**config.mk**
```make
export PLATFORM = sky130hd
export DESIGN_NAME = alu_operand_stage_flat
export DESIGN_NICKNAME = d
export VERILOG_FILES = /design/src/rtl/alu_operand_pkg.sv /design/src/rtl/alu_operand_stage_if.sv /design/src/rtl/operand_skid_buf.sv /design/src/rtl/alu_operand_stage.sv /design/src/flat_wrapper.sv
export SDC_FILE = /design/constraint.sdc
export NUM_CORES = 1
export LEC_CHECK = 0
export ABC_AREA = 0
export BUFFER_PORTS_ARGS = -buffer_cell sky130_fd_sc_hd__buf_2
export CAP_MARGIN = 20
export CELL_PAD_IN_SITES_DETAIL_PLACEMENT = 0
export CELL_PAD_IN_SITES_GLOBAL_PLACEMENT = 1
export CORE_MARGIN = 1.5
export CORE_UTILIZATION = 39
export DETAILED_ROUTE_END_ITERATION = 16
export PLACE_DENSITY = 0.94
export REMOVE_ABC_BUFFERS = 1
export SLEW_MARGIN = 40
export SYNTH_ARGS = -nofsm -noshare
export SYNTH_HDL_FRONTEND = slang
export SYNTH_SLANG_ARGS = --single-unit
```
**constraint.sdc**
```tcl
create_clock -name clk2 -period 2.8 [get_ports clk2]
set_input_delay 0.42 -clock clk2 [delete_from_list [all_inputs] [get_ports clk2]]
set_output_delay 0.42 -clock clk2 [all_outputs]
set_load 0.05 [all_outputs]
```
**src/rtl/alu_operand_pkg.sv**
```systemverilog
// Shared definitions for the ALU operand stage: operand-mode encodings and
// output-buffer state encoding.
package alu_operand_pkg;

  localparam int unsigned OPSEL_W = 3;

  localparam logic [OPSEL_W-1:0] OPSEL_WREG  = 3'b000;
  localparam logic [OPSEL_W-1:0] OPSEL_FOUT  = 3'b001;
  localparam logic [OPSEL_W-1:0] OPSEL_K     = 3'b010;
  localparam logic [OPSEL_W-1:0] OPSEL_BD    = 3'b011;
  localparam logic [OPSEL_W-1:0] OPSEL_ONE   = 3'b100;
  localparam logic [OPSEL_W-1:0] OPSEL_ZERO  = 3'b101;
  localparam logic [OPSEL_W-1:0] OPSEL_NFOUT = 3'b110;
  localparam logic [OPSEL_W-1:0] OPSEL_RSVD  = 3'b111;

  typedef enum logic [1:0] {
    ST_EMPTY = 2'd0,
    ST_ONE   = 2'd1,
    ST_TWO   = 2'd2
  } skid_state_e;

endpackage

```
**src/rtl/alu_operand_stage_if.sv**
```systemverilog
// Decode-side request, write-back forwarding and ALU-side operand handshake
// of the ALU operand stage.
interface alu_operand_stage_if
  import alu_operand_pkg::*;
#(
  parameter int unsigned DATA_W    = 8,
  parameter int unsigned SPECIAL_W = 3,
  parameter int unsigned FSEL_W    = 5
);
  localparam int unsigned NUM_SPECIAL = 2 ** SPECIAL_W;
  localparam int unsigned BIT_W       = $clog2(DATA_W);

  logic                          in_valid;
  logic                          in_ready;
  logic [FSEL_W-1:0]             fsel;
  logic [NUM_SPECIAL*DATA_W-1:0] special_in;
  logic [DATA_W-1:0]             regfile_out;
  logic [DATA_W-1:0]             w;
  logic [DATA_W-1:0]             k;
  logic [OPSEL_W-1:0]            alua_sel;
  logic [OPSEL_W-1:0]            alub_sel;
  logic [BIT_W-1:0]              bit_sel;
  logic                          bdpol;
  logic                          wb_valid;
  logic [FSEL_W-1:0]             wb_fsel;
  logic [DATA_W-1:0]             aluout;
  logic [DATA_W-1:0]             fin;
  logic                          flush;
  logic                          out_valid;
  logic                          out_ready;
  logic [DATA_W-1:0]             alua;
  logic [DATA_W-1:0]             alub;
  logic                          fwd_hit;

  modport slave (
    input  in_valid, fsel, special_in, regfile_out, w, k, alua_sel, alub_sel, bit_sel, bdpol,
           wb_valid, wb_fsel, aluout, flush, out_ready,
    output in_ready, fin, out_valid, alua, alub, fwd_hit
  );

  modport master (
    output in_valid, fsel, special_in, regfile_out, w, k, alua_sel, alub_sel, bit_sel, bdpol,
           wb_valid, wb_fsel, aluout, flush, out_ready,
    input  in_ready, fin, out_valid, alua, alub, fwd_hit
  );

endinterface

```
**src/rtl/operand_skid_buf.sv**
```systemverilog
// Two-entry valid/ready buffer (output register plus one skid slot) with a
// flush that empties both entries.
module operand_skid_buf
  import alu_operand_pkg::*;
#(
  parameter int unsigned WIDTH = 17
) (
  input  logic             clk2,
  input  logic             resetn,
  input  logic             flush_i,
  input  logic             in_valid_i,
  output logic             in_ready_o,
  input  logic [WIDTH-1:0] in_data_i,
  output logic             out_valid_o,
  input  logic             out_ready_i,
  output logic [WIDTH-1:0] out_data_o
);

  skid_state_e      state_q, state_d;
  logic [WIDTH-1:0] out_q, out_d;
  logic [WIDTH-1:0] skid_q, skid_d;
  logic             accept;
  logic             drain;

  assign in_ready_o  = (state_q != ST_TWO);
  assign out_valid_o = (state_q != ST_EMPTY);
  assign out_data_o  = out_q;
  assign accept      = in_valid_i && in_ready_o;
  assign drain       = out_valid_o && out_ready_i;

  always_comb begin
    state_d = state_q;
    out_d   = out_q;
    skid_d  = skid_q;
    if (flush_i) begin
      // Same-cycle accept is dropped; the output register is left as is since
      // out_valid is low until the next accept reloads it.
      state_d = ST_EMPTY;
      skid_d  = '0;
    end else begin
      unique case (state_q)
        ST_EMPTY: begin
          if (accept) begin
            out_d   = in_data_i;
            state_d = ST_ONE;
          end
        end
        ST_ONE: begin
          if (accept && drain) begin
            out_d = in_data_i;
          end else if (accept) begin
            skid_d  = in_data_i;
            state_d = ST_TWO;
          end else if (drain) begin
            state_d = ST_EMPTY;
          end
        end
        ST_TWO: begin
          if (drain) begin
            out_d   = skid_q;
            state_d = ST_ONE;
          end
        end
        default: state_d = ST_EMPTY;
      endcase
    end
  end

  always_ff @(posedge clk2 or negedge resetn) begin
    if (!resetn) begin
      state_q <= ST_EMPTY;
      out_q   <= '0;
      skid_q  <= '0;
    end else begin
      state_q <= state_d;
      out_q   <= out_d;
      skid_q  <= skid_d;
    end
  end

endmodule

```
**src/rtl/alu_operand_stage.sv**
```systemverilog
// ALU operand stage: file-operand select with write-back forwarding, A/B
// operand mode muxes, and a registered valid/ready output with skid buffer.
module alu_operand_stage
  import alu_operand_pkg::*;
#(
  parameter int unsigned DATA_W    = 8,
  parameter int unsigned SPECIAL_W = 3,
  parameter int unsigned FSEL_W    = 5
) (
  input  logic                clk2,
  input  logic                resetn,
  alu_operand_stage_if.slave  bus
);

  localparam int unsigned NUM_SPECIAL = 2 ** SPECIAL_W;
  localparam int unsigned PAYLOAD_W   = 2 * DATA_W + 1;
  localparam logic [DATA_W-1:0] ONE_C = {{(DATA_W-1){1'b0}}, 1'b1};

  logic [NUM_SPECIAL-1:0][DATA_W-1:0] special_arr;
  logic [DATA_W-1:0]                  fout;
  logic [DATA_W-1:0]                  bd;
  logic                               fwd;
  logic [PAYLOAD_W-1:0]               in_data;
  logic [PAYLOAD_W-1:0]               out_data;

  assign special_arr = bus.special_in;
  assign bus.fin     = bus.aluout;

  always_comb begin
    fwd = bus.wb_valid && (bus.wb_fsel == bus.fsel);
    if (fwd) begin
      fout = bus.aluout;
    end else if (bus.fsel[FSEL_W-1:SPECIAL_W] != '0) begin
      fout = bus.regfile_out;
    end else begin
      fout = special_arr[bus.fsel[SPECIAL_W-1:0]];
    end
  end

  assign bd = (ONE_C << bus.bit_sel) ^ {DATA_W{bus.bdpol}};

  function automatic logic [DATA_W-1:0] pick_operand(input logic [OPSEL_W-1:0] sel,
                                                     input logic [DATA_W-1:0]  w_val,
                                                     input logic [DATA_W-1:0]  k_val,
                                                     input logic [DATA_W-1:0]  fout_val,
                                                     input logic [DATA_W-1:0]  bd_val);
    logic [DATA_W-1:0] res;
    unique case (sel)
      OPSEL_WREG:  res = w_val;
      OPSEL_FOUT:  res = fout_val;
      OPSEL_K:     res = k_val;
      OPSEL_BD:    res = bd_val;
      OPSEL_ONE:   res = ONE_C;
      OPSEL_ZERO:  res = '0;
      OPSEL_NFOUT: res = ~fout_val;
      OPSEL_RSVD:  res = '0;
      default:     res = '0;
    endcase
    return res;
  endfunction

  assign in_data = {fwd,
                    pick_operand(bus.alua_sel, bus.w, bus.k, fout, bd),
                    pick_operand(bus.alub_sel, bus.w, bus.k, fout, bd)};

  operand_skid_buf #(
    .WIDTH (PAYLOAD_W)
  ) u_skid (
    .clk2        (clk2),
    .resetn      (resetn),
    .flush_i     (bus.flush),
    .in_valid_i  (bus.in_valid),
    .in_ready_o  (bus.in_ready),
    .in_data_i   (in_data),
    .out_valid_o (bus.out_valid),
    .out_ready_i (bus.out_ready),
    .out_data_o  (out_data)
  );

  assign bus.fwd_hit = out_data[2*DATA_W];
  assign bus.alua    = out_data[2*DATA_W-1:DATA_W];
  assign bus.alub    = out_data[DATA_W-1:0];

endmodule

```
**src/flat_wrapper.sv**
```systemverilog
// flat-port wrapper written by rule: the top's interface ports become plain ports
module alu_operand_stage_flat import alu_operand_pkg::*;
#(
  parameter int unsigned DATA_W    = 8,
  parameter int unsigned SPECIAL_W = 3,
  parameter int unsigned FSEL_W    = 5
)
  (clk2, resetn, bus_in_valid, bus_fsel, bus_special_in, bus_regfile_out, bus_w, bus_k, bus_alua_sel, bus_alub_sel, bus_bit_sel, bus_bdpol, bus_wb_valid, bus_wb_fsel, bus_aluout, bus_flush, bus_out_ready, bus_in_ready, bus_fin, bus_out_valid, bus_alua, bus_alub, bus_fwd_hit);
  alu_operand_stage_if #(.DATA_W(DATA_W), .SPECIAL_W(SPECIAL_W), .FSEL_W(FSEL_W)) bus_i ();
  input  logic clk2;
  input  logic resetn;
  input wire logic [$bits(bus_i.in_valid)-1:0] bus_in_valid;
  input wire logic [$bits(bus_i.fsel)-1:0] bus_fsel;
  input wire logic [$bits(bus_i.special_in)-1:0] bus_special_in;
  input wire logic [$bits(bus_i.regfile_out)-1:0] bus_regfile_out;
  input wire logic [$bits(bus_i.w)-1:0] bus_w;
  input wire logic [$bits(bus_i.k)-1:0] bus_k;
  input wire logic [$bits(bus_i.alua_sel)-1:0] bus_alua_sel;
  input wire logic [$bits(bus_i.alub_sel)-1:0] bus_alub_sel;
  input wire logic [$bits(bus_i.bit_sel)-1:0] bus_bit_sel;
  input wire logic [$bits(bus_i.bdpol)-1:0] bus_bdpol;
  input wire logic [$bits(bus_i.wb_valid)-1:0] bus_wb_valid;
  input wire logic [$bits(bus_i.wb_fsel)-1:0] bus_wb_fsel;
  input wire logic [$bits(bus_i.aluout)-1:0] bus_aluout;
  input wire logic [$bits(bus_i.flush)-1:0] bus_flush;
  input wire logic [$bits(bus_i.out_ready)-1:0] bus_out_ready;
  output wire logic [$bits(bus_i.in_ready)-1:0] bus_in_ready;
  output wire logic [$bits(bus_i.fin)-1:0] bus_fin;
  output wire logic [$bits(bus_i.out_valid)-1:0] bus_out_valid;
  output wire logic [$bits(bus_i.alua)-1:0] bus_alua;
  output wire logic [$bits(bus_i.alub)-1:0] bus_alub;
  output wire logic [$bits(bus_i.fwd_hit)-1:0] bus_fwd_hit;
  assign bus_i.in_valid = bus_in_valid;
  assign bus_i.fsel = bus_fsel;
  assign bus_i.special_in = bus_special_in;
  assign bus_i.regfile_out = bus_regfile_out;
  assign bus_i.w = bus_w;
  assign bus_i.k = bus_k;
  assign bus_i.alua_sel = bus_alua_sel;
  assign bus_i.alub_sel = bus_alub_sel;
  assign bus_i.bit_sel = bus_bit_sel;
  assign bus_i.bdpol = bus_bdpol;
  assign bus_i.wb_valid = bus_wb_valid;
  assign bus_i.wb_fsel = bus_wb_fsel;
  assign bus_i.aluout = bus_aluout;
  assign bus_i.flush = bus_flush;
  assign bus_i.out_ready = bus_out_ready;
  assign bus_in_ready = bus_i.in_ready;
  assign bus_fin = bus_i.fin;
  assign bus_out_valid = bus_i.out_valid;
  assign bus_alua = bus_i.alua;
  assign bus_alub = bus_i.alub;
  assign bus_fwd_hit = bus_i.fwd_hit;
  alu_operand_stage #(.DATA_W(DATA_W), .SPECIAL_W(SPECIAL_W), .FSEL_W(FSEL_W)) u_core (.clk2(clk2), .resetn(resetn), .bus(bus_i));
endmodule
```
==> results.json, run 1 <==
{
  "timing.rr.end": "u_core.u_skid.out_data_o[10]",
  "post_cts_buffers": 0,
  "drc_errors": 0,
  "slew_headroom": 0.596,
  "wirelength_um": 11400,
  "path_class": "in -> reg",
  "grt_max_degree": 37,
  "p_int_mw": 1.08,
  "r2r_slack_ns": 0.78,
  "outcome": "completed",
  "finalSetupViolations": 0,
  "boundaryPins": 149,
  "cts_buffers": 5,
  "hp-class": "in -> async",
  "cts-root-buf": "clkbuf_8",
  "crit_fanout": 17,
  "crit_end": "u_core.u_skid.skid_q[3]",
  "rr_worst_depth": 6,
  "gp_congestion": 0.903,
  "syn2layout_area_growth_pct": 20.1,
  "slew_viol_final": 0,
  "worstPathArrival_ns": 2.36,
  "vdd_ir_drop_max_v": 0.000221,
  "synth_flop_cell": "dfrtp_1",
  "period_share": 0.786,
  "power_density_nw_per_um2": 422,
  "seq_area_frac_synth": 0.250,
  "layout.nets": 637,
  "worstSetupStartpointType": "primary input",
  "holdBufCountCts": 0,
  "cts_sinks": 36,
  "die_x_um": 99.0,
  "maxCapViolations": 0,
  "synth_area_leader_cell": "dfrtp_1",
  "firstDrtPassIters": 8,
  "fmax_mhz": 455,
  "synth_area_leaders": "dfrtp_1, mux4_1, mux2i_1",
  "synth_area_sq_um": 3600,
  "hold_viol_final": 0,
  "drive_gt1_frac": 0.372,
  "r2r-start": "u_core.u_skid.state_q[1]",
  "synth_commonest_cells": "a21oi_1, dfrtp_1, o21ai_0, nand2_1, mux2i_1",
  "ant_nets": 0,
  "p_sw_mw": 0.742,
  "dieArea_sq_um": 9810,
  "grtUsageTotal": 0.235,
  "antenna_cells": 0,
  "drt_iter0_drc": 317,
  "hold-worst-slack_ns": 0.0737,
  "seqPwrFrac": 0.350,
  "synth_seq_cells": 36,
  "synth.distinct_cells": 48,
  "fin_tns_setup_ns": 0,
  "tritoncts": "built",
  "synthMostInstantiatedCell": "a21oi_1",
  "p_clk_frac": 0.204,
  "htreeDepth": 2,
  "critPathRequiredTime_ns": 2.96,
  "crit_start": "bus_fsel[0]",
  "core_sq_um": 8850,
  "floorplan.rows": 34,
  "wl_per_cell_um": 18.3,
  "grt_overflow": 0,
  "clk_latency_ns": 0.29,
  "postSynthCellCount": 395,
  "clock_path_buffers": 2,
  "place_hpwl_um": 8720,
  "yosysTopAreaCellShare": 0.250,
  "leakagePower_nw": 2.04,
  "clk_pin_slew_ns": 0.07,
  "fp.dieH_um": 99.0,
  "swShare": 0.407,
  "grt_pass1_vias": 3478,
  "antenna_found_initial": 0,
  "fin_skew_ns": 0.00448,
  "syn_avg_cell_area_sq_um": 9.11,
  "rsz0062_at_grt": "false",
  "initial_core_util": 0.407,
  "ys_warn_count": 0,
  "fin_crit_ns": 2.20,
  "async_flop_share": 1.00,
  "port_buffers": 148,
  "grt_pass1_wl_um": 18100,
  "vias": 3676,
  "setup.worst_path.end_class": "flop",
  "cts_resized": 0,
  "combPwrFrac": 0.447,
  "worst_pin_slew_ns": 0.606,
  "viasPerCell": 5.89,
  "synth-edff-count": 0
}
-- layer usage --
metal  up-vias  GRT usage  share of wire
li1       1726          -              -
met1      1753      0.329           0.44
met2       174      0.365           0.47
met3        23     0.0348          0.066
met4         0     0.0890          0.022
met5         -          0              0
-- worst max-delay path: stages --
cell and delay [ns]:
buf_2 0.38, xor2_1 0.21, nor4_2 0.07, buf_4 0.18, a21o_4 0.26, o221ai_2 0.29, mux2i_1 0.40, o21ai_0 0.12
-- power groups by stage --
stage	registers (mW)	logic [mW]	clock network, mW
after floorplan	0.818	0.316	0
after global placement	0.644	0.795	0
after detailed placement	0.648	0.811	0
after CTS	0.638	0.812	0.382
after global routing	0.647	0.876	0.401
final	0.638	0.815	0.371
-- registers in the layout (all words and copies together) (netlist names) --
| signal | flops |
|---|---|
| u_core.u_skid.out_data_o | 17 |
| u_core.u_skid.skid_q | 17 |
| u_core.u_skid.state_q | 2 |
-- cell usage in the layout (no fill, tap or decap), types with 2 or more instances in the layout --
cell and count:
nor2_1 20, dfrtp_1 36, or2_2 3, a22oi_1 7
o21ai_1 16, nor3b_1 11, nand3b_1 3, xor2_1 10
nand2_1 31, nor2b_1 5, mux4_1 16, nand3_1 9
o22ai_1 16, nor3_1 2, and3_1 16, a31oi_1 3
nand2b_1 2, mux2_2 14, o221ai_2 8, buf_2 147
inv_1 6, o21ai_0 34, mux2i_1 24, and2_1 2
o221a_2 2, a21oi_1 40, clkbuf_1 2, buf_4 5
xnor2_1 8, clkbuf_8 6
-- worst min-delay path by stage --
stage,startpoint,end,cells past startpoint
2_1_floorplan,resetn,u_core.u_skid.out_data_o[0],0
3_3_place_gp,u_core.u_skid.skid_q[12],u_core.u_skid.skid_q[12],2
5_1_grt,resetn,u_core.u_skid.skid_q[2],1
6_report,resetn,u_core.u_skid.skid_q[10],1
3_5_place_dp,u_core.u_skid.skid_q[3],u_core.u_skid.skid_q[3],2
4_1_cts,resetn,u_core.u_skid.out_data_o[10],1
-- area by class of cell --
| type | instances | area (sq um) |
|---|---|---|
| fill | 880 | 4530 |
| multi-input combinational | 314 | 2400 |
| inverter | 6 | 22.5 |
| clock buffer | 8 | 90.1 |
| tap | 108 | 135 |
| timing repair buffer | 152 | 773 |
| sequential | 36 | 901 |
-- stage by stage --
step / util / setup slack (ns) / std cells / power [mW] / area (sq um)
after floorplan: - / 0.629 / 356 / 1.13 / 3310
after global placement: 0.477 / 0.389 / 616 / 1.44 / 4220
after detailed placement: 0.478 / 0.324 / 616 / 1.46 / 4230
after CTS: 0.488 / 0.639 / 624 / 1.83 / 4320
after global routing: 0.488 / 0.484 / 624 / 1.92 / 4320
final: 0.488 / 0.600 / 624 / 1.82 / 4320
-- kinds of logic after synthesis --
logic type      count (synthesis)  synth area share
compound gates                133             0.232
simple gates                  108             0.157
mux                            54             0.227
buf+inv                        45            0.0852
flops                          36             0.250
xor+xnor                       19            0.0483
No activity file was read; power rests on OpenSTA's default activity.
==> inputs of run 2 (changes only) <==
--- a/config.mk
+++ b/config.mk
@@ -11,9 +11,9 @@
 export CELL_PAD_IN_SITES_DETAIL_PLACEMENT = 0
 export CELL_PAD_IN_SITES_GLOBAL_PLACEMENT = 1
 export CORE_MARGIN = 1.5
-export CORE_UTILIZATION = 39
+export CORE_UTILIZATION = 32
 export DETAILED_ROUTE_END_ITERATION = 16
-export PLACE_DENSITY = 0.94
+export PLACE_DENSITY = 0.83
 export REMOVE_ABC_BUFFERS = 1
 export SLEW_MARGIN = 40
 export SYNTH_ARGS = -nofsm -noshare
==> constraint.sdc (replaced) <==
create_clock -name clk2 -period 1.8 [get_ports clk2]
set_input_delay 0.27 -clock clk2 [delete_from_list [all_inputs] [get_ports clk2]]
set_output_delay 0.27 -clock clk2 [all_outputs]
set_load 0.05 [all_outputs]
==> results.json, run 2 (same netlist as run 1, synthesis figures left out) <==
{
  "outcome": "completed",
  "port_buffers": 148,
  "tritoncts": "built",
  "worstSetupStartpointType": "primary input",
  "fin_skew_ns": 0.00472,
  "place_hpwl_um": 9580,
  "crit_fanout": 7,
  "slew_viol_final": 0,
  "critPathSlowestCell": "mux4_1",
  "grt_pass1_vias": 3627,
  "grt_overflow": 0,
  "firstDrtPassIters": 4,
  "hold-worst-slack_ns": 0.195,
  "floorplan.rows": 38,
  "setup.worst_path.end_class": "flop",
  "boundaryPins": 149,
  "rr_worst_depth": 7,
  "fp.dieH_um": 109,
  "layout.nets": 667,
  "power_density_nw_per_um2": 650,
  "vdd_ir_drop_max_v": 0.000682,
  "cts-root-buf": "clkbuf_8",
  "maxCapViolations": 0,
  "p_sw_mw": 1.19,
  "worstPathArrival_ns": 1.89,
  "cpLargestDelayFamily": "multiplexers",
  "setup_ws_ns": 0.0726,
  "viasPerCell": 5.32,
  "core_sq_um": 10900,
  "final_common_cell": "buf_2",
  "pre_cts_slack_ns": -0.328,
  "vias": 3647,
  "antenna_cells": 0,
  "swShare": 0.392,
  "p_int_mw": 1.85,
  "drt_iter0_drc": 255,
  "cpPeakStageDelay_ns": 0.55,
  "hp-class": "in -> reg",
  "fill_cells": 1110,
  "syn2layout_area_growth_pct": 30.2,
  "critPathRequiredTime_ns": 1.96,
  "p_clk_frac": 0.228,
  "htreeDepth": 2,
  "crit_cells": 7,
  "fin_util": 0.430,
  "grtUsageTotal": 0.201,
  "grt_max_degree": 37,
  "combPwrFrac": 0.447,
  "clock_path_buffers": 2,
  "rsz0062_at_grt": "false",
  "cts_sinks": 36,
  "finalSetupViolations": 0,
  "antenna_found_initial": 0,
  "drive_gt1_frac": 0.419,
  "worst_pin_slew_ns": 0.446,
  "cts_buffers": 5,
  "hold_viol_final": 0,
  "grt_pass1_wl_um": 18500,
  "drc_errors": 0,
  "seqPwrFrac": 0.325,
  "period_share": 0.960,
  "initial_core_util": 0.330,
  "cp.buffers_inverters": 2,
  "fmax_mhz": 579,
  "place_inst": 676,
  "path_class": "in -> reg",
  "post_layout_nonfiller_instances": 686,
  "leakagePower_nw": 2.21,
  "mostFrequentLayoutCells": "buf_2, a21oi_1, dfrtp_1",
  "clk_pin_slew_ns": 0.07,
  "wl_per_cell_um": 17.4,
  "fin_tns_setup_ns": 0,
  "slew_headroom": 0.703,
  "dieArea_sq_um": 11900,
  "post_cts_buffers": 0,
  "ant_nets": 0,
  "whs_path_depth": 2,
  "path_cells": "buf_4, buf_12, mux4_1, mux2i_1, o221ai_2, mux2i_2, o21ai_1",
  "gp_congestion": 0.823,
  "wirelength_um": 11900,
  "die_x_um": 109,
  "clk_latency_ns": 0.28,
  "fin_crit_ns": 1.73
}
-- run 2: cell types whose count changed in the layout (fill, tap and decap cells not counted), sizes merged --
cell,before,now
dlygate4sd3,0,1
clkbuf,8,6
buf,152,180
clkinvlp,0,1
bufinv,0,1
clkinv,0,1
-- run 2: cell type report --
type / count / area (sq um) / share of cell area
Clock inverter: 3 / 42.5 / 0.00908
Tap cell: 140 / 175 / 0.0374
Inverter: 6 / 22.5 / 0.00481
Clock buffer: 5 / 68.8 / 0.0147
Timing Repair Buffer: 182 / 1060 / 0.227
Sequential cell: 36 / 901 / 0.192
Multi-Input combinational cell: 314 / 2410 / 0.515
-- run 2: worst reg2reg max path, stage by stage (launching register included) --
cell     delay [ns]
dfrtp_1        0.40
nor2b_2        0.18
o21ai_1        0.24
a21oi_2        0.12
buf_4          0.19
and3_1         0.19
a21oi_1        0.12
o21ai_1        0.08
-- run 2: per-layer routing --
layer / wire, um / GRT usage / vias to the layer above / share of wire
met1: 5340 / 0.273 / 1735 / 0.45
met2: 5740 / 0.338 / 121 / 0.48
li1: - / - / 1776 / -
met3: 667 / 0.0257 / 15 / 0.056
met5: 0 / 0 / - / 0
met4: 170 / 0.0451 / 0 / 0.014
-- run 2: stage by stage --
stage          total power, mW  cell area (sq um)
3_5_place_dp              2.34               4510
5_1_grt                   3.22               4680
2_1_floorplan             1.76               3310
3_3_place_gp              2.32               4510
6_report                  3.04               4680
4_1_cts                   3.05               4620
-- run 2: repair_timing --
| item | in CTS | in global routing |
|---|---|---|
| gates resized for setup | 2 | 9 |
| cloned | 0 | 1 |
| endpoints found under the hold margin | 0 | 36 |
| hold buffers | 0 | 1 |
| setup endpoints to repair | 2 | 17 |
| pin swaps | 0 | 2 |
-- run 2: path summary, 6_finish.rpt --
path,start,end,slack (ns)
setup / recovery,bus_fsel[0],u_core.u_skid.out_data_o[4],0.07
hold / removal,bus_out_ready,u_core.u_skid.state_q[1],0.20
setup reg to reg,u_core.u_skid.state_q[1],u_core.u_skid.out_data_o[2],0.17
hold reg to reg,u_core.u_skid.skid_q[15],u_core.u_skid.skid_q[15],0.47
max in group asynchronous,resetn,u_core.u_skid.state_q[1],1.00
min in group asynchronous,resetn,u_core.u_skid.skid_q[10],0.48
-- run 2: power groups by stage --
stage,Combinational (mW),Sequential (mW),Clock (mW)
floorplan,0.492,1.27,0
global placement,1.31,1.00,0
detailed placement,1.34,1.01,0
CTS,1.34,0.991,0.714
global route,1.46,1.00,0.750
finish,1.36,0.991,0.694
